**config.mk**
```make
export PLATFORM = sky130hd
export DESIGN_NAME = gbtx_sc_hdlc_rx
export DESIGN_NICKNAME = d
export VERILOG_FILES = /design/src/rtl/gbtx_sc_pkg.sv /design/src/rtl/hdlc_bit_destuff.sv /design/src/rtl/gbtx_sc_hdlc_rx.sv
export SDC_FILE = /design/constraint.sdc
export NUM_CORES = 1
export LEC_CHECK = 0
export CAP_MARGIN = 20
export CORE_MARGIN = 4
export CORE_UTILIZATION = 45
export CTS_CLUSTER_DIAMETER = 150
export DETAILED_ROUTE_END_ITERATION = 10
export PLACE_DENSITY = 0.7
export SYNTH_ARGS = -nofsm -noshare
export SYNTH_HDL_FRONTEND = slang
export SYNTH_SLANG_ARGS = --single-unit
```
**constraint.sdc**
```tcl
create_clock -name Clk_ik -period 4.3 [get_ports Clk_ik]
set_input_delay 1.075 -clock Clk_ik [delete_from_list [all_inputs] [get_ports Clk_ik]]
set_output_delay 1.075 -clock Clk_ik [all_outputs]
set_load 0.005 [all_outputs]
```
**src/rtl/gbtx_sc_pkg.sv**
```systemverilog
// Shared constants, types and CRC helper for the GBTx slow-control HDLC blocks.
package gbtx_sc_pkg;

  localparam logic [7:0]  HDLC_FLAG  = 8'h7E;
  localparam logic [15:0] CRC16_POLY = 16'h8408;
  localparam logic [15:0] CRC16_INIT = 16'hFFFF;
  localparam logic [15:0] CRC16_GOOD = 16'hF0B8;

  typedef enum logic [2:0] {
    ErrOk       = 3'd0,
    ErrAbort    = 3'd1,
    ErrOverflow = 3'd2,
    ErrCrc      = 3'd3,
    ErrNonOctet = 3'd4,
    ErrShort    = 3'd5
  } errCode_e;

  typedef enum logic [1:0] {
    StHunt,
    StFlag,
    StData
  } rxState_e;

  // Reflected CRC-16/X.25 update, data consumed LSB first.
  function automatic logic [15:0] crc16_byte(input logic [15:0] crcIn, input logic [7:0] dataIn);
    logic [15:0] crc;
    crc = crcIn;
    for (int i = 0; i < 8; i++) begin
      if (crc[0] ^ dataIn[i]) crc = (crc >> 1) ^ CRC16_POLY;
      else                    crc = crc >> 1;
    end
    return crc;
  endfunction

endpackage

```
**src/rtl/hdlc_bit_destuff.sv**
```systemverilog
// HDLC ones counting for two line bits per clock: flag/abort detection and stuff-bit removal.
// lineBits_i[0] is the earlier bit on the line.
module hdlc_bit_destuff (
  input  logic       clk_i,
  input  logic       rst_i,
  input  logic [1:0] lineBits_i,
  output logic [1:0] dataValid_o,
  output logic [1:0] dataBit_o,
  output logic [1:0] flag_o,
  output logic [1:0] abort_o
);

  logic [2:0] onesQ, onesD;

  assign dataBit_o = lineBits_i;

  always_comb begin
    onesD       = onesQ;
    dataValid_o = '0;
    flag_o      = '0;
    abort_o     = '0;
    for (int k = 0; k < 2; k++) begin
      if (lineBits_i[k]) begin
        // A sixth 1 is never data, it can only belong to a flag or an abort.
        case (onesD)
          3'd5: onesD = 3'd6;
          3'd6: begin
            onesD      = 3'd7;
            abort_o[k] = 1'b1;
          end
          3'd7: onesD = 3'd7;
          default: begin
            onesD          = onesD + 3'd1;
            dataValid_o[k] = 1'b1;
          end
        endcase
      end else begin
        if (onesD == 3'd6)      flag_o[k]      = 1'b1;
        else if (onesD != 3'd5) dataValid_o[k] = 1'b1;
        onesD = '0;
      end
    end
  end

  always_ff @(posedge clk_i or posedge rst_i) begin
    if (rst_i) onesQ <= '0;
    else       onesQ <= onesD;
  end

endmodule

```
**src/rtl/gbtx_sc_hdlc_rx.sv**
```systemverilog
// GBTx SC elink HDLC receive deframer: flag hunt, destuff, octet assembly, CRC check, FCS strip.
// Optional GBTX_SC_RX_STATS_EN adds saturating good/bad frame counters.
module gbtx_sc_hdlc_rx
  import gbtx_sc_pkg::*;
#(
  parameter int unsigned MAX_FRAME_BYTES = 16,
  parameter int unsigned MIN_FRAME_BYTES = 4,
  parameter int unsigned MSB_FIRST       = 1
) (
  input  logic        Clk_ik,
  input  logic        Reset_ira,
  input  logic [1:0]  DataFromGbtxSc_ib2,
  output logic [7:0]  Data_ob8,
  output logic        DataValid_o,
  output logic        FrameStart_o,
  output logic        FrameEnd_o,
  output logic        FrameOk_o,
  output logic [2:0]  ErrCode_ob3,
  output logic        Hunting_o
`ifdef GBTX_SC_RX_STATS_EN
  ,
  output logic [15:0] FrameOkCnt_ob16,
  output logic [15:0] FrameErrCnt_ob16
`endif
);

  localparam int unsigned CntW = $clog2(MAX_FRAME_BYTES + 2);

  logic [1:0] lineBits, bitValid, bitData, bitFlag, bitAbort;

  assign lineBits = (MSB_FIRST != 0) ? {DataFromGbtxSc_ib2[0], DataFromGbtxSc_ib2[1]}
                                     : DataFromGbtxSc_ib2;

  hdlc_bit_destuff uDestuff (
    .clk_i       (Clk_ik),
    .rst_i       (Reset_ira),
    .lineBits_i  (lineBits),
    .dataValid_o (bitValid),
    .dataBit_o   (bitData),
    .flag_o      (bitFlag),
    .abort_o     (bitAbort)
  );

  rxState_e        stateQ, stateD;
  logic [5:0]      pendQ, pendD;
  logic [2:0]      pendCntQ, pendCntD;
  logic [7:0]      asmQ, asmD;
  logic [2:0]      bitCntQ, bitCntD;
  logic [CntW-1:0] byteCntQ, byteCntD;
  logic [15:0]     crcQ, crcD;
  logic [7:0]      hold0Q, hold0D, hold1Q, hold1D;
  logic [1:0]      holdCntQ, holdCntD;
  logic            startedQ, startedD;
  logic [7:0]      dataQ, dataD;
  logic            dataValidQ, dataValidD;
  logic            frameStartQ, frameStartD;
  logic            frameEndQ, frameEndD;
  logic            frameOkQ, frameOkD;
  errCode_e        errQ, errD;

  always_comb begin
    logic leave;
    logic outBit;
    leave       = 1'b0;
    outBit      = 1'b0;
    stateD      = stateQ;
    pendD       = pendQ;
    pendCntD    = pendCntQ;
    asmD        = asmQ;
    bitCntD     = bitCntQ;
    byteCntD    = byteCntQ;
    crcD        = crcQ;
    hold0D      = hold0Q;
    hold1D      = hold1Q;
    holdCntD    = holdCntQ;
    startedD    = startedQ;
    dataD       = dataQ;
    dataValidD  = 1'b0;
    frameStartD = 1'b0;
    frameEndD   = 1'b0;
    frameOkD    = 1'b0;
    errD        = ErrOk;
    for (int k = 0; k < 2; k++) begin
      if (bitAbort[k]) begin
        if (stateD == StData) begin
          frameEndD = 1'b1;
          errD      = ErrAbort;
        end
        stateD = StHunt;
      end else if (bitFlag[k]) begin
        if (stateD == StData) begin
          frameEndD = 1'b1;
          if (bitCntD != 3'd0)                          errD = ErrNonOctet;
          else if (byteCntD < CntW'(MIN_FRAME_BYTES))   errD = ErrShort;
          else if (crcD != CRC16_GOOD)                  errD = ErrCrc;
          else                                          frameOkD = 1'b1;
        end
        // The pending bits are the flag's own 0 and five 1s.
        stateD   = StFlag;
        pendCntD = '0;
        asmD     = '0;
        bitCntD  = '0;
        byteCntD = '0;
        crcD     = CRC16_INIT;
        holdCntD = '0;
        startedD = 1'b0;
      end else if (bitValid[k]) begin
        leave  = (pendCntD == 3'd6);
        outBit = pendD[5];
        pendD  = {pendD[4:0], bitData[k]};
        if (!leave) pendCntD = pendCntD + 3'd1;
        if (leave && stateD != StHunt) begin
          stateD  = StData;
          asmD    = {outBit, asmD[7:1]};
          bitCntD = bitCntD + 3'd1;
          if (bitCntD == 3'd0) begin
            crcD     = crc16_byte(crcD, asmD);
            byteCntD = byteCntD + CntW'(1);
            // The last two bytes seen may be the FCS, so payload lags by two bytes.
            if (holdCntD == 2'd2) begin
              dataValidD  = 1'b1;
              dataD       = hold0D;
              frameStartD = !startedD;
              startedD    = 1'b1;
              hold0D      = hold1D;
              hold1D      = asmD;
            end else if (holdCntD == 2'd1) begin
              hold1D   = asmD;
              holdCntD = 2'd2;
            end else begin
              hold0D   = asmD;
              holdCntD = 2'd1;
            end
            if (byteCntD == CntW'(MAX_FRAME_BYTES + 1)) begin
              frameEndD = 1'b1;
              errD      = ErrOverflow;
              stateD    = StHunt;
            end
          end
        end
      end
    end
  end

  always_ff @(posedge Clk_ik or posedge Reset_ira) begin
    if (Reset_ira) begin
      stateQ      <= StHunt;
      pendQ       <= '0;
      pendCntQ    <= '0;
      asmQ        <= '0;
      bitCntQ     <= '0;
      byteCntQ    <= '0;
      crcQ        <= CRC16_INIT;
      hold0Q      <= '0;
      hold1Q      <= '0;
      holdCntQ    <= '0;
      startedQ    <= 1'b0;
      dataQ       <= '0;
      dataValidQ  <= 1'b0;
      frameStartQ <= 1'b0;
      frameEndQ   <= 1'b0;
      frameOkQ    <= 1'b0;
      errQ        <= ErrOk;
    end else begin
      stateQ      <= stateD;
      pendQ       <= pendD;
      pendCntQ    <= pendCntD;
      asmQ        <= asmD;
      bitCntQ     <= bitCntD;
      byteCntQ    <= byteCntD;
      crcQ        <= crcD;
      hold0Q      <= hold0D;
      hold1Q      <= hold1D;
      holdCntQ    <= holdCntD;
      startedQ    <= startedD;
      dataQ       <= dataD;
      dataValidQ  <= dataValidD;
      frameStartQ <= frameStartD;
      frameEndQ   <= frameEndD;
      frameOkQ    <= frameOkD;
      errQ        <= errD;
    end
  end

  assign Data_ob8     = dataQ;
  assign DataValid_o  = dataValidQ;
  assign FrameStart_o = frameStartQ;
  assign FrameEnd_o   = frameEndQ;
  assign FrameOk_o    = frameOkQ;
  assign ErrCode_ob3  = errQ;
  assign Hunting_o    = (stateQ == StHunt);

`ifdef GBTX_SC_RX_STATS_EN
  logic [15:0] okCntQ, errCntQ;

  always_ff @(posedge Clk_ik or posedge Reset_ira) begin
    if (Reset_ira) begin
      okCntQ  <= '0;
      errCntQ <= '0;
    end else if (frameEndQ) begin
      if (frameOkQ) begin
        if (okCntQ != 16'hFFFF) okCntQ <= okCntQ + 16'd1;
      end else begin
        if (errCntQ != 16'hFFFF) errCntQ <= errCntQ + 16'd1;
      end
    end
  end

  assign FrameOkCnt_ob16  = okCntQ;
  assign FrameErrCnt_ob16 = errCntQ;
`endif

endmodule

```
# Word level (Yosys, flattened, before mapping)
# Index checks and enable logic that the tools add are counted.
[totals]
regBits = 80
inputBits = 4
out_inout_bits = 16
word_cells = 399
[classes]
addsub = 8
order_cmp = 2
n_eq_ne = 20
muxes = 304
bitwise_logic = 32
reduce_logical = 15
[ops]
columns = ["operator", "count"]
rows = [
  ["16-bit 2-to-1 mux", 96],
  ["8-bit 2-to-1 mux", 48],
  ["3-bit 2-to-1 mux", 34],
  ["1-bit 2-to-1 mux", 77],
  ["2-bit 2-to-1 mux", 31],
  ["5-bit 2-to-1 mux", 10],
  ["2-bit inverter with 3-bit output", 16],
  ["6-bit 2-to-1 mux", 6],
  ["16-bit inequality test (second input constant)", 2],
  ["3-bit == test (second input constant)", 8],
  ["3-bit by 1-bit adder with 3-bit output (second input constant)", 6],
  ["1-bit XOR", 16],
  ["3-bit one-hot mux with 2 select lines", 2],
  ["5-bit by 1-bit adder with 5-bit output (second input constant)", 2],
  ["5-bit == test (second input constant)", 2],
  ["5-bit by 3-bit less-than comparator with 1-bit output (second input constant)", 2],
  ["2-bit == test (second input constant)", 4],
  ["3-bit logical NOT", 2],
  ["3-bit inequality test (second input constant)", 2],
  ["3-bit nonzero test", 2],
  ["3-bit OR reduction", 2],
  ["2-bit by 1-bit == test with 1-bit output (second input constant)", 2],
  ["2-bit nonzero test", 2],
  ["2-bit OR reduction", 2],
  ["other kinds (3)", 5],
]

# Longest topological paths before layout
# Gate-level depths: netlist (run 1).
[logic_depth]
ltp_word = 112
mapped_depth = 18
ltp_nobuf = 16

# By module
# Synthesis (run 1) repeated with hierarchy kept, for this count alone.
[hier_totals]
hier_cells = 702
hier_area_um2 = 6246.0
[modules_own_cells]
columns = ["mod", "instances", "cells_per_inst", "area_per_inst_um2", "seq_area_each_um2"]
rows = [
  ["gbtx_sc_hdlc_rx", 1, 662, 5890.6, 1921.8],
  ["hdlc_bit_destuff", 1, 40, 355.3, 75.1],
]

# Least setup slack after synthesis (run 1)
# No wires, ideal clock.
[synth_timing]
kind = "in2reg"
start = "input DataFromGbtxSc_ib2[1]"
end = "register hold1Q[0]"
setup_time_ps = 128
t_arrival_ps = 3816
t_required_ps = 4172
slack_ps = 356
path_stages = 15
n_path_buf = 6
path_cell_list = "and2_1 > or3_1 > buf_2 > buf_6 > buf_2 > clkbuf_1 > nand2_1 > a21oi_1 > inv_1 > ha_1 > or2_2 > buf_1 > and2_1 > buf_2 > mux2_1"
[synth_via]
elab_chain_cells = 12
word_cells_on_any_way = 48
cone_classes = "add/sub (1); eq/ne (7); mux (36); reduce/logical (4)"
[synth_lines]
columns = ["element", "line", "source"]
rows = [
  ["start, declared", "gbtx_sc_hdlc_rx.sv:12", "input logic [1:0] DataFromGbtxSc_ib2,"],
  ["branches (longest 11 deep; another with 3-bit by 1-bit adder with 3-bit output)", "-", ""],
  ["8-bit 2-to-1 mux (*)", "gbtx_sc_hdlc_rx.sv:84", "if (bitAbort[k]) begin"],
  ["via hold1D[0]", "gbtx_sc_hdlc_rx.sv:51", "logic [7:0] hold0Q, hold0D, hold1Q, hold1D;"],
  ["end signal, assigned", "gbtx_sc_hdlc_rx.sv:173", "hold1Q <= hold1D;"],
  ["end, declared", "gbtx_sc_hdlc_rx.sv:51", ""],
]
# Mark *: on every way through the listed nets, which the timed path passes.

# Worst setup path in the final report (run 1)
[layout_timing]
start = "input DataFromGbtxSc_ib2[1]"
end = "register crcQ[9]"
[layout_via]
elab_chain_cells = 54
word_cells_on_any_way = 89
cone_classes = "add/sub (1); eq/ne (5); mux (74); bitwise (5); reduce/logical (4)"
[layout_lines]
columns = ["element", "line", "source"]
rows = [
  ["1-bit 2-to-1 mux", "hdlc_bit_destuff.sv:23", "if (lineBits_i[k]) begin"],
  ["16-bit 2-to-1 mux", "gbtx_sc_hdlc_rx.sv:107", "end else if (bitValid[k]) begin"],
  ["16-bit 2-to-1 mux", "gbtx_sc_hdlc_rx.sv:90", "end else if (bitFlag[k]) begin"],
  ["16-bit 2-to-1 mux", "gbtx_sc_hdlc_rx.sv:84", ""],
  ["16-bit 2-to-1 mux", "gbtx_sc_pkg.sv:29", "if (crc[0] ^ dataIn[i]) crc = (crc >> 1) ^ CRC16_POLY;"],
  ["16-bit 2-to-1 mux", "gbtx_sc_hdlc_rx.sv:116", "if (bitCntD == 3'd0) begin"],
  ["16-bit 2-to-1 mux", "gbtx_sc_hdlc_rx.sv:112", "if (leave && stateD != StHunt) begin"],
  ["16-bit 2-to-1 mux", "gbtx_sc_hdlc_rx.sv:107", ""],
  ["[39 not listed]", "-", ""],
  ["16-bit 2-to-1 mux", "gbtx_sc_hdlc_rx.sv:84", ""],
  ["16-bit 2-to-1 mux", "gbtx_sc_pkg.sv:29", ""],
  ["16-bit 2-to-1 mux", "gbtx_sc_hdlc_rx.sv:116", ""],
  ["16-bit 2-to-1 mux", "gbtx_sc_hdlc_rx.sv:112", ""],
  ["16-bit 2-to-1 mux", "gbtx_sc_hdlc_rx.sv:107", ""],
  ["16-bit 2-to-1 mux", "gbtx_sc_hdlc_rx.sv:90", ""],
  ["16-bit 2-to-1 mux (*)", "gbtx_sc_hdlc_rx.sv:84", ""],
  ["via crcD[9]", "gbtx_sc_hdlc_rx.sv:50", "logic [15:0] crcQ, crcD;"],
  ["end signal, assigned", "gbtx_sc_hdlc_rx.sv:171", "crcQ <= crcD;"],
  ["end, declared", "gbtx_sc_hdlc_rx.sv:50", ""],
]
# Mark *: on every way through the listed nets, which the timed path passes. The rest lies on a longest branch. The select of a mux whose other input is x is not followed.

==> results of run 1 <==
[final timing paths]
check	startpoint	to	slack, ns	cells after the start
setup / recovery	DataFromGbtxSc_ib2[1]	crcQ[9]	0.44	10
max in group asynchronous	Reset_ira	byteCntQ[1]	2.46	3
setup reg to reg	uDestuff.onesQ[0]	stateQ[1]	0.79	16
min in group asynchronous	Reset_ira	asmQ[6]	1.10	2
hold / removal	startedQ	FrameStart_o	0.45	1
hold reg to reg	startedQ	FrameStart_o	0.45	1
[flip-flops by register name, summed over array words and instances, names as in the netlist]
signal	cells
ErrCode_ob3	3
crcQ	16
byteCntQ	5
FrameStart_o	1
pendQ	6
FrameEnd_o	1
stateQ	2
bitCntQ	3
hold0Q	8
uDestuff.onesQ	3
asmQ	7
DataValid_o	1
pendCntQ	3
Data_ob8	8
holdCntQ	2
hold1Q	8
FrameOk_o	1
startedQ	1
[report_power, final]
group          leakage [nW]  internal [mW]  switching (mW)
clock network         0.124          0.391           0.334
logic                  1.67           1.32            1.55
registers             0.986           1.01           0.287
total                  2.78           2.72            2.17
[layout make-up]
cell class	instances	area (sq um)
Clock inverter	6	45.0
Clock buffer	9	225
Timing Repair Buffer	45	398
Multi-Input combinational cell	489	3430
Fill cell	1127	5750
Sequential cell	79	2000
Inverter	29	110
Tap cell	168	210
[synthesized netlist by cell type, types with 3 or more instances]
cell,number,share of area (%)
sky130_fd_sc_hd__nor2_1,57,3.8
sky130_fd_sc_hd__a31oi_1,7,0.77
sky130_fd_sc_hd__xor2_1,11,1.7
sky130_fd_sc_hd__mux2i_4,3,1.2
sky130_fd_sc_hd__inv_1,29,1.9
sky130_fd_sc_hd__o21ai_1,16,1.4
sky130_fd_sc_hd__nand3_1,16,1.4
sky130_fd_sc_hd__mux2_2,4,0.79
sky130_fd_sc_hd__buf_2,11,0.97
sky130_fd_sc_hd__o21ai_0,38,3.4
sky130_fd_sc_hd__xnor2_2,3,0.86
sky130_fd_sc_hd__nor3_1,19,1.7
sky130_fd_sc_hd__o211ai_1,4,0.53
sky130_fd_sc_hd__nor2b_1,9,0.99
sky130_fd_sc_hd__and3_1,5,0.55
sky130_fd_sc_hd__or3_1,3,0.33
sky130_fd_sc_hd__o32a_1,7,1.2
sky130_fd_sc_hd__xnor3_1,6,2.4
sky130_fd_sc_hd__o31ai_1,5,0.66
sky130_fd_sc_hd__dfrtp_1,63,28
sky130_fd_sc_hd__o22ai_1,7,0.77
sky130_fd_sc_hd__mux2i_1,28,4.9
sky130_fd_sc_hd__a22oi_1,15,2.0
sky130_fd_sc_hd__dfstp_2,16,7.4
sky130_fd_sc_hd__buf_1,4,0.26
sky130_fd_sc_hd__o21a_1,3,0.40
sky130_fd_sc_hd__xnor2_1,30,4.6
sky130_fd_sc_hd__a211oi_1,6,0.79
sky130_fd_sc_hd__nand4_1,3,0.33
sky130_fd_sc_hd__a21oi_1,29,2.6
sky130_fd_sc_hd__nand2_1,73,4.8
sky130_fd_sc_hd__ha_1,26,5.7
sky130_fd_sc_hd__and2_1,9,0.99
sky130_fd_sc_hd__clkbuf_1,13,0.86
sky130_fd_sc_hd__or2_2,3,0.33
[per-layer routing]
| metal | vias up | track usage, % | part of all wire [%] |
|---|---|---|---|
| li1 | 2271 | - | - |
| met1 | 2301 | 27.6 | 43 |
| met2 | 182 | 36.1 | 48 |
| met3 | 39 | 4.54 | 5.6 |
| met4 | 0 | 10.1 | 3.7 |
| met5 | - | 0 | 0 |
[cells in the final DEF, fill, tap and decap left out, drive strengths merged, types with 5 or more instances in the layout]
| master | synthesis | final |
|---|---|---|
| xnor3 | 6 | 6 |
| nor3 | 21 | 21 |
| nor2b | 9 | 9 |
| and3 | 5 | 5 |
| nand3 | 16 | 16 |
| o32a | 7 | 7 |
| clkbuf | 14 | 9 |
| a22oi | 15 | 15 |
| inv | 29 | 30 |
| xnor2 | 34 | 34 |
| o22ai | 7 | 7 |
| xor2 | 14 | 14 |
| dfstp | 16 | 16 |
| nor2 | 58 | 58 |
| buf | 17 | 26 |
| dfrtp | 63 | 63 |
| and2 | 9 | 9 |
| mux2i | 32 | 32 |
| ha | 26 | 26 |
| a31oi | 7 | 7 |
| o21ai | 56 | 56 |
| a21oi | 31 | 31 |
| clkdlybuf4s50 | 0 | 19 |
| mux2 | 6 | 6 |
| a211oi | 7 | 7 |
| nand2 | 73 | 73 |
| o31ai | 5 | 5 |
[through the flow]
stage          total power [mW]  hold slack [ns]  worst slack (ns)  utilization, %
2_1_floorplan              3.43            0.410             0.356               -
3_3_place_gp               4.09            0.434             0.176            50.5
3_5_place_dp               4.14            0.441             0.140            50.5
4_1_cts                    4.89            0.454             0.486            52.7
5_1_grt                    5.25            0.495             0.199            52.7
6_report                   4.89            0.447             0.444            52.7
[critical path, stage by stage]
cell                              delay [ns]
sky130_fd_sc_hd__clkdlybuf4s50_1        0.51
sky130_fd_sc_hd__and2_1                 0.28
sky130_fd_sc_hd__nor3_2                 0.36
sky130_fd_sc_hd__buf_4                  0.37
sky130_fd_sc_hd__mux2i_4                0.33
sky130_fd_sc_hd__xor2_2                 0.33
sky130_fd_sc_hd__xnor3_1                0.46
sky130_fd_sc_hd__xnor2_1                0.18
sky130_fd_sc_hd__nor2_1                 0.06
sky130_fd_sc_hd__a31oi_1                0.17
[cell families after synthesis]
logic type	Yosys count	synth area share, %
AND/OR/NAND/NOR	210	17.4
flip-flops	79	35.2
AO/OA/AOI/OAI	161	18.6
buffers and inverters	60	4.43
XOR/XNOR	54	11.1
multiplexers	38	7.56
adder cells (fa/ha/maj)	26	5.73
==> flow_results.xml, run 1 <==
<?xml version="1.0" encoding="UTF-8"?>
<metrics>
  <group name="status">
    <metric name="outcome" unit="">complete, no violations</metric>
  </group>
  <group name="sta">
    <metric name="hold_violations" unit="">0</metric>
    <metric name="max_clock_freq" unit="GHz">0.259</metric>
    <metric name="final.period_utilization" unit="%">89.7</metric>
    <metric name="setup_viol" unit="">0</metric>
    <metric name="slew_viol_final" unit="">0</metric>
    <metric name="max-slew-margin-rel" unit="%">56.4</metric>
    <metric name="timing.clock.skew" unit="ns">0.00937</metric>
    <metric name="setup-tns-final" unit="ns">0</metric>
    <metric name="max_slew.worst_pin.slew" unit="ns">0.652</metric>
    <metric name="post-route-min-period" unit="ns">3.86</metric>
    <metric name="rsz_0062_raised_after_global_routing" unit="">false</metric>
  </group>
  <group name="global_route">
    <metric name="grt_pass1_vias" unit="">4925</metric>
    <metric name="grt_first_pass_wirelength" unit="um">25100</metric>
    <metric name="initial_antenna_violation_count" unit="">0</metric>
    <metric name="grt.overflow.total" unit="">0</metric>
    <metric name="grt_start_max_net_pins" unit="">35</metric>
    <metric name="track_usage" unit="%">21.9</metric>
  </group>
  <group name="route">
    <metric name="dr.first_iter.drc_count" unit="">412</metric>
    <metric name="detail_route.wl_per_cell" unit="um">18.5</metric>
    <metric name="post_drt_via_cell_ratio" unit="">5.81</metric>
    <metric name="antenna_violating_nets_post_route" unit="">0</metric>
    <metric name="drt-pass1-iter-count" unit="">5</metric>
    <metric name="drt_drc_violations_left" unit="">0</metric>
    <metric name="route.vias.total" unit="">4793</metric>
    <metric name="wirelength" unit="um">15300</metric>
  </group>
  <group name="finish">
    <metric name="insertedDiodeCount" unit="">0</metric>
    <metric name="layout-drive-gt1-share" unit="%">13.2</metric>
    <metric name="nNetsFinal" unit="">683</metric>
    <metric name="syn2layout_area_growth" unit="%">13.0</metric>
    <metric name="finalNonFillerCells" unit="">825</metric>
    <metric name="design_area" unit="sq um">6410</metric>
  </group>
  <group name="yosys">
    <metric name="synth_nets" unit="">658</metric>
    <metric name="number_of_enable_type_register_cells_in_the_synthesized_netlist" unit="">0</metric>
    <metric name="synthesis.instances" unit="">628</metric>
    <metric name="synth_cell_types" unit="">74</metric>
    <metric name="synth.cell_area" unit="sq um">5680</metric>
    <metric name="synth-seq-cells" unit="">79</metric>
    <metric name="post_synth.cell_area_avg" unit="sq um">9.04</metric>
    <metric name="ys_warn_count" unit="">0</metric>
    <metric name="ys_dominant_reg_cell" unit="">sky130_fd_sc_hd__dfrtp_1</metric>
    <metric name="synth_sequential_area_ratio" unit="%">35.2</metric>
    <metric name="async_reset_ff_share" unit="%">100</metric>
  </group>
  <group name="placed_design">
    <metric name="hpwl" unit="um">10900</metric>
    <metric name="place.detailed.instances" unit="">810</metric>
    <metric name="portBuffers" unit="">19</metric>
    <metric name="gp_routability_congestion" unit="">0.901</metric>
    <metric name="detailed_place.area" unit="sq um">6140</metric>
  </group>
  <group name="clock_network">
    <metric name="ctsHoldBuffers" unit="">0</metric>
    <metric name="cts_post_setup_buffers_inserted" unit="">0</metric>
    <metric name="clk_latency" unit="ns">0.35</metric>
    <metric name="clock_path_buffers" unit="">2</metric>
    <metric name="post_cts.resized_instances" unit="">0</metric>
    <metric name="root_buffer" unit="">sky130_fd_sc_hd__clkbuf_16</metric>
    <metric name="worst_setup_hold_path_clk_slew" unit="ns">0.06</metric>
    <metric name="tritoncts_num_sinks" unit="">79</metric>
    <metric name="tritoncts_clock_tree" unit="">yes</metric>
    <metric name="cts_made_buffers" unit="">9</metric>
    <metric name="cts-htree-levels" unit="">3</metric>
  </group>
  <group name="job">
    <metric name="max_cap_viol_count" unit="">0</metric>
  </group>
  <group name="worst_setup_path">
    <metric name="worstPathRequired" unit="ns">4.57</metric>
    <metric name="critical_path.startpoint_type" unit="">input pin</metric>
    <metric name="arrival" unit="ns">4.13</metric>
    <metric name="worstPathMaxFanout" unit="">19</metric>
    <metric name="crit_path_end_kind" unit="">register</metric>
    <metric name="timing_worst_setup_path_type" unit="">in -&gt; reg</metric>
  </group>
  <group name="floorplan">
    <metric name="top_level_ports" unit="">20</metric>
    <metric name="floorplan.initialDensity" unit="%">46.7</metric>
    <metric name="chipWidth" unit="um">120</metric>
    <metric name="dieHeight" unit="um">120</metric>
    <metric name="die_outline_area" unit="sq um">14500</metric>
    <metric name="core_area" unit="sq um">12200</metric>
    <metric name="rows" unit="">40</metric>
  </group>
  <group name="power_and_ir_drop">
    <metric name="power_density" unit="nW/um^2">763</metric>
    <metric name="ir_worst_vdd" unit="mV">0.277</metric>
    <metric name="power.static_leakage" unit="nW">2.78</metric>
  </group>
  <group name="hold_path">
    <metric name="worstHoldPathType" unit="">reg -&gt; reg</metric>
  </group>
</metrics>
(Power assumes the default switching activity.)
==> inputs of run 2 (changes only) <==
--- a/config.mk
+++ b/config.mk
@@ -10,7 +10,7 @@
 export CORE_UTILIZATION = 45
 export CTS_CLUSTER_DIAMETER = 150
 export DETAILED_ROUTE_END_ITERATION = 10
-export PLACE_DENSITY = 0.7
+export PLACE_DENSITY = 0.6
 export SYNTH_ARGS = -nofsm -noshare
 export SYNTH_HDL_FRONTEND = slang
 export SYNTH_SLANG_ARGS = --single-unit
==> run 2 against run 1 <==
- clock power barely moved
- clock-buffer cell count rose by 1
- highest routed layer unchanged
- final area barely moved
- power fell by 1.0%
- fmax rose by 1.4%
- combinational power fell by 2%
- critical endpoint is now byteCntQ[4]
- routed wire length fell by 1.2%
- cell count did not move
- sequential power barely moved
- hold slack got worse by 0.0084 ns
==> flow_results.xml, run 2 (same netlist as run 1, synthesis figures left out) <==
<?xml version="1.0" encoding="UTF-8"?>
<metrics>
  <group name="status">
    <metric name="outcome" unit="">complete, no violations</metric>
  </group>
  <group name="sta">
    <metric name="setup-tns-final" unit="ns">0</metric>
    <metric name="final.period_utilization" unit="%">88.5</metric>
    <metric name="final.hold.worst_slack" unit="ns">0.439</metric>
    <metric name="hold_violations" unit="">0</metric>
    <metric name="max-slew-margin-rel" unit="%">47.4</metric>
    <metric name="timing.clock.skew" unit="ns">0.00817</metric>
    <metric name="max_clock_freq" unit="GHz">0.263</metric>
    <metric name="slew_viol_final" unit="">0</metric>
    <metric name="post-route-min-period" unit="ns">3.80</metric>
    <metric name="rsz_0062_raised_after_global_routing" unit="">false</metric>
    <metric name="setup_viol" unit="">0</metric>
    <metric name="max_slew.worst_pin.slew" unit="ns">0.788</metric>
  </group>
  <group name="power_and_ir_drop">
    <metric name="power_density" unit="nW/um^2">756</metric>
    <metric name="power.static_leakage" unit="nW">2.78</metric>
    <metric name="ir_worst_vdd" unit="mV">0.281</metric>
    <metric name="pnr_total_power" unit="mW">4.84</metric>
  </group>
  <group name="worst_setup_path">
    <metric name="critical_path.startpoint_type" unit="">input pin</metric>
    <metric name="critPathTopFamily" unit="">buffers and inverters</metric>
    <metric name="critical_path.cell_chain" unit="">clkdlybuf4s50_1 -&gt; nand2_1 -&gt; o2111ai_4 -&gt; o21ai_0 -&gt; ha_1 -&gt; ha_1 -&gt; inv_1 -&gt; nor3_4 -&gt; buf_4 -&gt; nand4_1 -&gt; xnor2_1 -&gt; nor2_1</metric>
    <metric name="worstPathMaxFanout" unit="">15</metric>
    <metric name="path_common_cell" unit="">sky130_fd_sc_hd__ha_1</metric>
    <metric name="crit_path_end_kind" unit="">register</metric>
    <metric name="slowest_delay" unit="ns">0.50</metric>
    <metric name="arrival" unit="ns">4.03</metric>
    <metric name="timing_worst_setup_path_type" unit="">in -&gt; reg</metric>
    <metric name="critical_path.n_buffers_inverters" unit="">3</metric>
    <metric name="worstPathRequired" unit="ns">4.52</metric>
    <metric name="crit_slowest_cell" unit="">sky130_fd_sc_hd__clkdlybuf4s50_1</metric>
  </group>
  <group name="floorplan">
    <metric name="chipWidth" unit="um">120</metric>
    <metric name="core_area" unit="sq um">12200</metric>
    <metric name="dieHeight" unit="um">120</metric>
    <metric name="top_level_ports" unit="">20</metric>
    <metric name="floorplan.initialDensity" unit="%">46.7</metric>
    <metric name="rows" unit="">40</metric>
    <metric name="die_outline_area" unit="sq um">14500</metric>
  </group>
  <group name="finish">
    <metric name="final_common_cell" unit="">sky130_fd_sc_hd__nand2_1</metric>
    <metric name="nNetsFinal" unit="">682</metric>
    <metric name="largest_reg_flops" unit="">16</metric>
    <metric name="fillers" unit="">1135</metric>
    <metric name="largest-register" unit="">crcQ</metric>
    <metric name="syn2layout_area_growth" unit="%">12.9</metric>
    <metric name="most-common-layout-cells" unit="">73 x sky130_fd_sc_hd__nand2_1, 63 x sky130_fd_sc_hd__dfrtp_1, 57 x sky130_fd_sc_hd__nor2_1</metric>
    <metric name="layout-drive-gt1-share" unit="%">13.1</metric>
    <metric name="insertedDiodeCount" unit="">0</metric>
  </group>
  <group name="clock_network">
    <metric name="cts_post_setup_buffers_inserted" unit="">0</metric>
    <metric name="cts-htree-levels" unit="">3</metric>
    <metric name="clock_path_buffers" unit="">2</metric>
    <metric name="cts_made_buffers" unit="">9</metric>
    <metric name="tritoncts_num_sinks" unit="">79</metric>
    <metric name="clk_latency" unit="ns">0.35</metric>
    <metric name="tritoncts_clock_tree" unit="">yes</metric>
    <metric name="root_buffer" unit="">sky130_fd_sc_hd__clkbuf_16</metric>
    <metric name="post_cts.resized_instances" unit="">0</metric>
    <metric name="worst_setup_hold_path_clk_slew" unit="ns">0.07</metric>
    <metric name="ctsHoldBuffers" unit="">0</metric>
  </group>
  <group name="route">
    <metric name="post_drt_via_cell_ratio" unit="">5.67</metric>
    <metric name="antenna_violating_nets_post_route" unit="">0</metric>
    <metric name="drt_drc_violations_left" unit="">0</metric>
    <metric name="dr.first_iter.drc_count" unit="">305</metric>
    <metric name="drt-pass1-iter-count" unit="">5</metric>
    <metric name="route.vias.total" unit="">4676</metric>
    <metric name="wirelength" unit="um">15100</metric>
    <metric name="detail_route.wl_per_cell" unit="um">18.3</metric>
  </group>
  <group name="global_route">
    <metric name="grt_start_max_net_pins" unit="">44</metric>
    <metric name="track_usage" unit="%">22.0</metric>
    <metric name="grt.overflow.total" unit="">0</metric>
    <metric name="grt_pass1_vias" unit="">4683</metric>
    <metric name="grt_first_pass_wirelength" unit="um">25100</metric>
    <metric name="initial_antenna_violation_count" unit="">0</metric>
  </group>
  <group name="placed_design">
    <metric name="portBuffers" unit="">19</metric>
    <metric name="hpwl" unit="um">10800</metric>
    <metric name="gp_routability_congestion" unit="">0.884</metric>
  </group>
  <group name="job">
    <metric name="max_cap_viol_count" unit="">0</metric>
  </group>
  <group name="hold_path">
    <metric name="worstHoldPathType" unit="">reg -&gt; reg</metric>
  </group>
</metrics>
## run 2: worst paths after layout
kind / from / to / slack (ns) / depth (start not counted)
worst max register to register: uDestuff.onesQ[0] / byteCntQ[4] / 0.84 / 17
worst max-delay path: DataFromGbtxSc_ib2[1] / byteCntQ[4] / 0.50 / 12
max in group asynchronous: Reset_ira / pendCntQ[1] / 2.35 / 3
min in group asynchronous: Reset_ira / hold1Q[5] / 1.17 / 2
worst min register to register: startedQ / FrameStart_o / 0.44 / 1
worst min-delay path: startedQ / FrameStart_o / 0.44 / 1
## run 2: area by class of cell
class / count / area [sq um] / area share (%)
multi-input cells: 489 / 3430 / 53.5
repair buffers: 44 / 390 / 6.09
well taps: 168 / 210 / 3.28
inverters: 29 / 110 / 1.72
flip-flops and latches: 79 / 2000 / 31.2
clock inverters: 6 / 46.3 / 0.722
clock buffers: 10 / 229 / 3.57
## run 2: power by group
part           leakage [nW]  total (mW)  internal (mW)  switching (mW)
clock                 0.129       0.724          0.394           0.330
combinational          1.67        2.82           1.29            1.54
sequential            0.986        1.30           1.01           0.285
total                  2.78        4.84           2.69            2.15
## run 2: per-stage QoR
stage,cell area (sq um),std cells,setup WS (ns),utilization (%)
finish,6410,825,0.496,52.7
global route,6410,825,0.267,52.7
CTS,6410,825,0.496,52.7
detailed placement,6130,809,0.123,50.4
global placement,6130,809,0.275,50.4
floorplan,5680,628,0.356,-
## run 2: layer usage
metal  wire length, um  track usage [%]  up-vias
met2              7240             36.1      116
met5                 0                0        -
met1              6880             29.6     2272
li1                  -                -     2268
met4               312             7.29        0
met3               643             3.41       20
